==> src/rtl/baccarat_fsm_if.sv <==
// baccarat_fsm_if: FSM <-> card datapath bundle.
// master (FSM): takes scores and player third card, drives load enables, lights, hand_done, state_out.
// slave (datapath): the mirror image.
interface baccarat_fsm_if #(
  parameter int CARD_W  = 4,
  parameter int SCORE_W = 4
);
  logic [SCORE_W-1:0] pscore_in;
  logic [SCORE_W-1:0] dscore_in;
  logic [CARD_W-1:0]  pcard3_in;
  logic               load_pcard1;
  logic               load_pcard2;
  logic               load_pcard3;
  logic               load_dcard1;
  logic               load_dcard2;
  logic               load_dcard3;
  logic               player_win_light;
  logic               dealer_win_light;
  logic               hand_done;
  logic [3:0]         state_out;
  modport master (
    input  pscore_in, dscore_in, pcard3_in,
    output load_pcard1, load_pcard2, load_pcard3, load_dcard1, load_dcard2, load_dcard3,
    output player_win_light, dealer_win_light, hand_done, state_out
  );
  modport slave (
    output pscore_in, dscore_in, pcard3_in,
    input  load_pcard1, load_pcard2, load_pcard3, load_dcard1, load_dcard2, load_dcard3,
    input  player_win_light, dealer_win_light, hand_done, state_out
  );
endinterface

==> src/rtl/baccarat_fsm.sv <==
// baccarat_fsm: control FSM for one Baccarat hand, one card load per slow_clock edge.
// slow_clock/reset (async, active-high) plain ports; bus carries scores, pcard3, six load enables,
// win lights, hand_done and state_out. All outputs are decoded from the state register.
module baccarat_fsm (
  input logic            slow_clock,
  input logic            reset,
  baccarat_fsm_if.master bus
);
  localparam logic [3:0] START   = 4'd0;
  localparam logic [3:0] DEAL_P1 = 4'd1;
  localparam logic [3:0] DEAL_D1 = 4'd2;
  localparam logic [3:0] DEAL_P2 = 4'd3;
  localparam logic [3:0] DEAL_D2 = 4'd4;
  localparam logic [3:0] CHECK   = 4'd5;
  localparam logic [3:0] DEAL_P3 = 4'd6;
  localparam logic [3:0] BANKER  = 4'd7;
  localparam logic [3:0] DEAL_D3 = 4'd8;
  localparam logic [3:0] DONE    = 4'd9;

  logic [3:0] state, nxt, ps, ds, v;
  logic       natural, draw;

  always_comb begin
    ps = (bus.pscore_in > 4'd9) ? 4'd9 : bus.pscore_in;
    ds = (bus.dscore_in > 4'd9) ? 4'd9 : bus.dscore_in;
    // face cards, tens, empty and illegal codes all count as zero
    v = (bus.pcard3_in >= 4'd1 && bus.pcard3_in <= 4'd9) ? bus.pcard3_in : 4'd0;
    natural = ps >= 4'd8 || ds >= 4'd8;
    draw = ds <= 4'd2
        || (ds == 4'd3 && v != 4'd8)
        || (ds == 4'd4 && v >= 4'd2 && v <= 4'd7)
        || (ds == 4'd5 && v >= 4'd4 && v <= 4'd7)
        || (ds == 4'd6 && v >= 4'd6 && v <= 4'd7);
    nxt = START;
    case (state)
      START:   nxt = DEAL_P1;
      DEAL_P1: nxt = DEAL_D1;
      DEAL_D1: nxt = DEAL_P2;
      DEAL_P2: nxt = DEAL_D2;
      DEAL_D2: nxt = CHECK;
      CHECK:   nxt = natural ? DONE : ps <= 4'd5 ? DEAL_P3 : ds <= 4'd5 ? DEAL_D3 : DONE;
      DEAL_P3: nxt = BANKER;
      BANKER:  nxt = draw ? DEAL_D3 : DONE;
      DEAL_D3: nxt = DONE;
      DONE:    nxt = DONE;
      default: nxt = START;
    endcase
  end

  always_ff @(posedge slow_clock or posedge reset)
    if (reset) state <= START;
    else state <= nxt;

  assign bus.load_pcard1      = state == DEAL_P1;
  assign bus.load_dcard1      = state == DEAL_D1;
  assign bus.load_pcard2      = state == DEAL_P2;
  assign bus.load_dcard2      = state == DEAL_D2;
  assign bus.load_pcard3      = state == DEAL_P3;
  assign bus.load_dcard3      = state == DEAL_D3;
  assign bus.hand_done        = state == DONE;
  assign bus.player_win_light = state == DONE && ps >= ds;
  assign bus.dealer_win_light = state == DONE && ds >= ps;
  assign bus.state_out        = state;
endmodule

==> src/flat_wrapper.sv <==
// flat-port wrapper written by rule: the top's interface ports become plain ports
module baccarat_fsm_flat 
  (slow_clock, reset, bus_pscore_in, bus_dscore_in, bus_pcard3_in, bus_load_pcard1, bus_load_pcard2, bus_load_pcard3, bus_load_dcard1, bus_load_dcard2, bus_load_dcard3, bus_player_win_light, bus_dealer_win_light, bus_hand_done, bus_state_out);
  baccarat_fsm_if bus_i ();
  input logic slow_clock;
  input logic reset;
  input wire logic [$bits(bus_i.pscore_in)-1:0] bus_pscore_in;
  input wire logic [$bits(bus_i.dscore_in)-1:0] bus_dscore_in;
  input wire logic [$bits(bus_i.pcard3_in)-1:0] bus_pcard3_in;
  output wire logic [$bits(bus_i.load_pcard1)-1:0] bus_load_pcard1;
  output wire logic [$bits(bus_i.load_pcard2)-1:0] bus_load_pcard2;
  output wire logic [$bits(bus_i.load_pcard3)-1:0] bus_load_pcard3;
  output wire logic [$bits(bus_i.load_dcard1)-1:0] bus_load_dcard1;
  output wire logic [$bits(bus_i.load_dcard2)-1:0] bus_load_dcard2;
  output wire logic [$bits(bus_i.load_dcard3)-1:0] bus_load_dcard3;
  output wire logic [$bits(bus_i.player_win_light)-1:0] bus_player_win_light;
  output wire logic [$bits(bus_i.dealer_win_light)-1:0] bus_dealer_win_light;
  output wire logic [$bits(bus_i.hand_done)-1:0] bus_hand_done;
  output wire logic [$bits(bus_i.state_out)-1:0] bus_state_out;
  assign bus_i.pscore_in = bus_pscore_in;
  assign bus_i.dscore_in = bus_dscore_in;
  assign bus_i.pcard3_in = bus_pcard3_in;
  assign bus_load_pcard1 = bus_i.load_pcard1;
  assign bus_load_pcard2 = bus_i.load_pcard2;
  assign bus_load_pcard3 = bus_i.load_pcard3;
  assign bus_load_dcard1 = bus_i.load_dcard1;
  assign bus_load_dcard2 = bus_i.load_dcard2;
  assign bus_load_dcard3 = bus_i.load_dcard3;
  assign bus_player_win_light = bus_i.player_win_light;
  assign bus_dealer_win_light = bus_i.dealer_win_light;
  assign bus_hand_done = bus_i.hand_done;
  assign bus_state_out = bus_i.state_out;
  baccarat_fsm u_core (.slow_clock(slow_clock), .reset(reset), .bus(bus_i));
endmodule
==> config.mk <==
export PLATFORM = sky130hd
export DESIGN_NAME = baccarat_fsm_flat
export DESIGN_NICKNAME = d
export VERILOG_FILES = /design/src/rtl/baccarat_fsm_if.sv /design/src/rtl/baccarat_fsm.sv /design/src/flat_wrapper.sv
export SDC_FILE = /design/constraint.sdc
export NUM_CORES = 1
export LEC_CHECK = 0
export CAP_MARGIN = 20
export CORE_MARGIN = 5
export CORE_UTILIZATION = 30
export CTS_BUF_LIST = sky130_fd_sc_hd__clkbuf_4
export DETAILED_ROUTE_END_ITERATION = 8
export PLACE_DENSITY_LB_ADDON = 0.05
export SETUP_SLACK_MARGIN = 0.15
export SYNTH_ARGS = -nofsm -noshare
export SYNTH_HDL_FRONTEND = slang
export SYNTH_SLANG_ARGS = --single-unit
==> constraint.sdc <==
create_clock -name slow_clock -period 2.43 [get_ports slow_clock]
set_input_delay 0.3645 -clock slow_clock [delete_from_list [all_inputs] [get_ports slow_clock]]
set_output_delay 0.3645 -clock slow_clock [all_outputs]
set_load 0.02 [all_outputs]
Word-level counts from Yosys, hierarchy flattened
Index checks and enable logic that the tools add are counted.
Cells by class
  muxes and demuxes: 8
  reduce and logical (&&, ||, !) cells: 17
  eq/ne operators: 14
  $lt $le $gt $ge: 15
Operators with widths (number)
  one-hot mux 4 bit (9 select lines): 1
  == test 4 x 3 -> 1 bit, second input constant: 7
  2-to-1 mux 4 bit: 5
  == test 4 x 2 -> 1 bit, second input constant: 3
  <= comparator 4 x 3 -> 1 bit, second input constant: 3
  logical AND 1 bit: 10
  == test 4 bit, second input constant: 2
  >= comparator 4 x 3 -> 1 bit, second input constant: 2
  >= comparator 4 bit: 2
  >= comparator 4 bit, second input constant: 2
  > comparator 4 bit, second input constant: 2
  logical OR 1 bit: 5
  == test 4 x 1 -> 1 bit, second input constant: 1
  >= comparator 4 x 1 -> 1 bit, second input constant: 1
  >= comparator 4 x 2 -> 1 bit, second input constant: 1
  <= comparator 4 x 2 -> 1 bit, second input constant: 1
  <= comparator 4 bit, second input constant: 1
  zero test 4 bit: 1
  != test 4 bit, second input constant: 1
  2-to-1 mux 1 bit: 2
  OR reduction 2 bit: 1
Storage, ports and cells
  output and inout bits: 13
  input port bits: 14
  bits in registers: 4
  logic and storage cells: 55

Longest topological paths before layout
  word-level depth: 11
  depth in mapped cells: 7
  gate-level depth less buffers: 7

Worst setup path before layout
Ideal clock, no wire load.
  path type: input to output
  start: input port bus_pscore_in[1]
  end: output port bus_dealer_win_light
  required time: 2.066 ns
  path buffers: 0
  arrival: 1.935 ns
  cell stages on the path: 6
  slack: 0.131 ns
  cells stage by stage: nor2b_1 -> ha_1 -> nor2b_1 -> o21a_1 -> o21a_1 -> o41ai_1
Between the ends
  cells in the longest elaborated chain, start to end: 4
RTL lines
  from (decl): RTL line flat_wrapper.sv:7  | input wire logic [$bits(bus_i.pscore_in)-1:0] bus_pscore_in;
  > comparator 4 bit: RTL line baccarat_fsm.sv:24  | ps = (bus.pscore_in > 4'd9) ? 4'd9 : bus.pscore_in;
  2-to-1 mux 4 bit (*): RTL line baccarat_fsm.sv:24
  >= comparator 4 bit (*): RTL line baccarat_fsm.sv:62  | assign bus.dealer_win_light = state == DONE && ds >= ps;
  logical AND 1 bit (*): RTL line baccarat_fsm.sv:62
  to (decl): RTL line flat_wrapper.sv:17  | output wire logic [$bits(bus_i.dealer_win_light)-1:0] bus_dealer_win_light;
Mark *: on every way between the ends. The rest lies on a longest branch, timed or not.

Worst setup path in the final report
Same ends and word-level chain as after synthesis.

==> reports/qor.txt <==
Post-synth EDFFs -> 0
Synthesized instance count -> 61
CTS tree -> yes
Hold slack -> 0.310 ns
Clk Latency, worst-skew pair -> 0.23 ns
Synth Flop Type -> dfrtp_1
Final Util -> 56.8%
Max IR drop VDD -> 0.285 mV
Setup TNS -> 0 ns
Via density per instance -> 5.09
Buffers on Ports -> 26
GP Congestion -> 0.766
Largest net degree at the start of global routing -> 11
Area Overhead vs Synth -> 78.6%
First DRT Iteration DRCs -> 7
Crit path DAT -> 1.83 ns
Setup violators final -> 0
Synth cell types -> 29
Placeable Area -> 1510 sq um
Clock Path Buffers -> 2
Max-cap violation count -> 0
Synth Area in Adders -> 10.4%
GR Util All Layers -> 10.6%
Worst hold path type -> input pin to asynchronous set/reset pin
Reg2reg setup slack -> 1.03 ns
Peak Freq -> 455 MHz
Drt first pass iters -> 4
RSZ-0062 raised after global routing -> true
Initial core utilization -> 31.8%
CP Data Required Time -> 2.07 ns
Mux share of post-synthesis cell area -> 0%
Total power -> 0.674 mW
Outcome -> finished, final reports clean
Final-report hold violation count -> 0
Final net count -> 117
Worst-path clk slew -> 0.04 ns
Post-DRT Antenna Nets -> 0
First-pass GRT wire length -> 2040 um
Largest cells by area after synthesis -> dfrtp_1 (21%), ha_1 (10%), nand2b_1 (5.2%)
Worst reg2reg path depth -> 5
Avg WL per Cell -> 11.3 um
Detailed-route via count -> 575
Most common cell after layout, fill and taps aside -> clkdlybuf4s50_1
Crit path kind -> input pin to output pin
Synthesized area per cell -> 7.86 sq um
Dpl hpwl -> 1090 um
Die ar. -> 2500 sq um
Post-Synth XOR/XNOR Area -> 0%
Place WS -> -0.523 ns
IO Pins -> 27
# diodes -> 0
Total CTS buffers -> 3
Die H -> 50.0 um
CP Capture Type -> output pin
PwrDens -> 787 nW/um^2
Initial antenna violation count -> 0
Yosys top cell by area -> dfrtp_1
Final WL -> 1280 um
Layout cells sized above 1 -> 26.8%
Synth top area share -> 20.9%
Post-synthesis sequential area ratio -> 20.9%
Most frequent cells in the layout -> clkdlybuf4s50_1 (17), buf_4 (12), nor2_1 (6)
Final Slew Violations -> 0
Relative max-transition margin -> 83.7%
Row Count -> 14
Async set or reset register ratio after synthesis -> 100%
Tmin final -> 2.20 ns
LEAKAGE -> 0.383 nW
Worst-margin pin slew -> 0.241 ns
Mapped Nets -> 79
DRC -> 0
Synth Area in Compound Gates -> 26.9%
Final period util -> 90.5%
Crit-path max FO -> 3
Area share of and/or/nand/nor cells after synthesis -> 33.7%
Largest family of logic cells by synthesized area -> simple AND/OR/NAND/NOR gates
Global route total overflow -> 0
Warnings, synthesis -> 0
Number of global-route vias before repair -> 506
# clock sinks -> 4
H-tree depth -> 1
Root Driver -> clkbuf_4
Seq cells post-synth -> 4
Final Skew -> 0.00272 ns
Setup WS post-layout -> 0.231 ns
Mapped Area -> 479 sq um
Max reg flops -> 4
Postcts setup bufs -> 0
CP startpoint kind -> input pin
Die Width -> 50.0 um
[per-layer routing]
layer / wire, um / global-route usage [%] / vias to the layer above
met5: 0 / 0 / -
met4: 8 / 5.24 / 0
met3: 136 / 4.22 / 2
met2: 624 / 17.6 / 28
met1: 512 / 11.4 / 249
li1: - / - / 296
[metrics by stage]
stage	area [sq um]	cells
2_1_floorplan	487	61
3_3_place_gp	822	110
3_5_place_dp	822	110
4_1_cts	845	113
5_1_grt	856	113
6_report	856	113
[synth_stat cells, types with 2 or more instances]
| cell type | instances |
|---|---|
| nor2_1 | 6 |
| nor3_1 | 5 |
| dfrtp_1 | 4 |
| ha_1 | 4 |
| nand2_1 | 4 |
| nand2b_1 | 4 |
| nor2b_1 | 4 |
| o21ai_0 | 4 |
| inv_1 | 3 |
| o21a_1 | 3 |
| a21oi_1 | 2 |
[power by group]
group          switching, mW  internal (mW)  leakage, nW  total, mW
registers             0.0249         0.0950       0.0504      0.120
clock network         0.0261         0.0552       0.0138     0.0813
logic                  0.241          0.232        0.319      0.473
[worst max-delay path, cell delays in order]
cell             delay, ns
clkdlybuf4s15_2       0.19
nor2b_4               0.12
ha_1                  0.27
nor2b_1               0.13
o21a_1                0.16
o21a_1                0.20
o41ai_2               0.20
buf_4                 0.19
[kinds of logic (layout without fill, tap and decap cells)]
family,after synthesis,in the layout
simple gates,28,28
flops,4,4
fa+ha+maj,4,4
compound gates,18,18
buf+inv,7,43
[what timing repair did]
| item | in CTS | in global routing |
|---|---|---|
| hold buffers | 0 | 0 |
| endpoints found under the setup margin | 2 | 2 |
| pin swaps | 4 | 1 |
| resized for setup | 29 | 2 |
| hold endpoints to repair | 0 | 0 |
[final timing paths]
check	startpoint	endpoint
max	bus_pscore_in[1]	bus_dealer_win_light
min	reset	u_core.bus.state_out[3]$_DFF_PP0_
max reg2reg	u_core.bus.state_out[3]$_DFF_PP0_	u_core.bus.state_out[0]$_DFF_PP0_
min reg2reg	u_core.bus.state_out[3]$_DFF_PP0_	u_core.bus.state_out[2]$_DFF_PP0_
max in group asynchronous	reset	u_core.bus.state_out[0]$_DFF_PP0_
min in group slow_clock	u_core.bus.state_out[3]$_DFF_PP0_	u_core.bus.state_out[2]$_DFF_PP0_
[area by class of cell]
class                           count  area (sq um)
Fill cell                         140           651
Sequential cell                     4           100
Multi-Input combinational cell     50           374
Inverter                            3          11.3
Tap cell                           16          20.0
Timing Repair Buffer               37           328
Clock buffer                        3          22.5
Power figures use the tool's default switching activity.
==> edit: new RTL, same flow settings <==
Make the reset (`reset`) synchronous in one clocked block. Comments in the files are not updated.
--- a/src/rtl/baccarat_fsm.sv
+++ b/src/rtl/baccarat_fsm.sv
@@ -48,5 +48,5 @@
   end
 
-  always_ff @(posedge slow_clock or posedge reset)
+  always_ff @(posedge slow_clock)
     if (reset) state <= START;
     else state <= nxt;
Formal check against the unedited RTL: differs if reset is asserted again (counterexample within 4 cycles, from zero or initial values and one cycle with reset high); with reset held inactive, the same outputs for 10 cycles.
==> edit against the unedited design <==
Synthesized cell count grew 18%. Sequential cell count unchanged. Area after synthesis is 15% higher. Die area grew 12%. Wire length is 16% higher. Worst setup slack gained 0.075 ns. Cell area is 7.6% higher.
Power is not compared: it rests on default switching activity, and its combinational part moved more than twofold at a synthesized area within 25%.
==> edit: results (changes against the unedited design) <==
Layout:
- The share of cells above drive strength 1 came to 0.3846 (+0.1166).
- The number of filler cells placed in the layout is 179 (+28%).

Worst setup path:
- Among all stages on the critical path, the largest delay is contributed by sky130_fd_sc_hd__o41ai_2.

Yosys:
- The proportion of synthesized flip-flops having asynchronous set or reset came to 0 (-1.000).
- The sequential cell area fraction in the yosys report is 0.1451 (-0.06375).
- The count of synthesis-stage warnings from yosys is 0 (unchanged).
- The count of unique library cells instantiated by Yosys is 32 (+10%).
- The net count after synthesis is 91 (+15%).
- For this run, the leading register cell type out of synthesis is sky130_fd_sc_hd__dfxtp_1.
- The average instance area after synthesis was 7.664 um2 (-2.4%).

Route:
- The via density per instance is 4.884 (-4.0%).
- The total detailed-routing wirelength was 1488 um (+16%).
- The count of routing violations after the opening detailed-route iteration was 2 (-5).
- The number of vias in the routed layout was 630 (+9.6%).

Clock tree:
- The number of buffers inserted during clock tree synthesis came to 3 (unchanged).

Placed design:
- The half-perimeter wire length after detailed placement was 1218 um (+12%).
- The final weighted congestion in routability-driven placement was 0.7406 (-3.3%).
- The placed instance count is 126 (+15%).

GRT:
- The combined global-route utilization of all metal layers is 0.1291 (+0.02350).
- The via count of the first global-routing pass is 643 (+27%).
- The largest net degree at the start of global routing is 12 (+1).

STA:
- The worst-case headroom to the max-slew limit came to 0.7169 (-0.1204).
- The final worst clock skew is 0.002900 ns (+0.0001775 ns).

Hold path:
- The worst hold path belongs to the class in -> reg.

Status:
- The flow ran to the end, and the final reports show no timing, DRC or antenna violations.
edit: worst paths after layout:
path,start,endpoint,slack [ns],cells past startpoint
worst max-delay path,bus_pscore_in[1],bus_dealer_win_light,0.31,10
worst min register to register,u_core.bus.state_out[3],u_core.bus.state_out[1],0.67,2
worst min-delay path,bus_dscore_in[3],u_core.bus.state_out[0],0.50,4
worst max register to register,u_core.bus.state_out[2],u_core.bus.state_out[0],1.17,4
edit: timing repair:
item / 4_1_cts / 5_1_grt
pin swaps: 3 / 7
endpoints found under the setup margin: 2 / 2
setup buffers: 0 / 0
resized for setup: 24 / 20
edit: worst max-delay path, delay by kind of cell:
| kind | cells | cell delay [ns] |
|---|---|---|
| AOI/OAI and AO/OA | 3 | 0.62 |
| buffers and inverters | 2 | 0.29 |
| adders and majority gates | 1 | 0.15 |
| and+or+nand+nor | 4 | 0.34 |
edit: cell type report:
class / instances / area [um2] / share of cell area
clock buffer: 3 / 22.52 / 0.02446
inverter: 5 / 18.77 / 0.02038
multi-input combinational: 59 / 485.5 / 0.5272
sequential: 4 / 80.08 / 0.08696
tap: 25 / 31.28 / 0.03397
timing repair buffer: 33 / 282.8 / 0.3071
edit: metal layers:
layer	track usage	vias to the layer above	part of all wire
li1	-	323	-
met1	0.1678	280	0.46
met2	0.1942	23	0.45
met3	0.04225	4	0.074
met4	0.05106	0	0.015
met5	0	-	0
edit: stage by stage:
step	instance area, um2	hold WS [ns]	power [mW]	TNS, ns	worst slack (ns)
5_1_grt	920.9	0.5154	0.3478	0	0.1628
2_1_floorplan	551.8	0.4334	0.1653	0	0.3454
3_5_place_dp	865.8	0.6715	0.2318	-0.9524	-0.5162
3_3_place_gp	865.8	0.6606	0.2311	-0.9467	-0.5064
6_report	920.9	0.5019	0.3211	0	0.3064
4_1_cts	918.4	0.6303	0.3229	0	0.1577
edit: report_power, final:
group	switching (mW)	internal [mW]	leakage (nW)	total [mW]
Sequential	0.00590	0.0713	0.0328	0.0772
Clock	0.0292	0.0554	0.0138	0.0846
Combinational	0.0789	0.0802	0.326	0.159
Total	0.114	0.207	0.373	0.321
edit: logic make-up (layout without fill, tap and decap cells):
logic type / after synthesis / after routing / synth area share
adders and majority gates: 5 / 5 / 0.1134
DFF: 4 / 4 / 0.1451
buffers and inverters: 9 / 41 / 0.08840
and+or+nand+nor: 36 / 36 / 0.3900
AOI/OAI and AO/OA: 18 / 18 / 0.2630
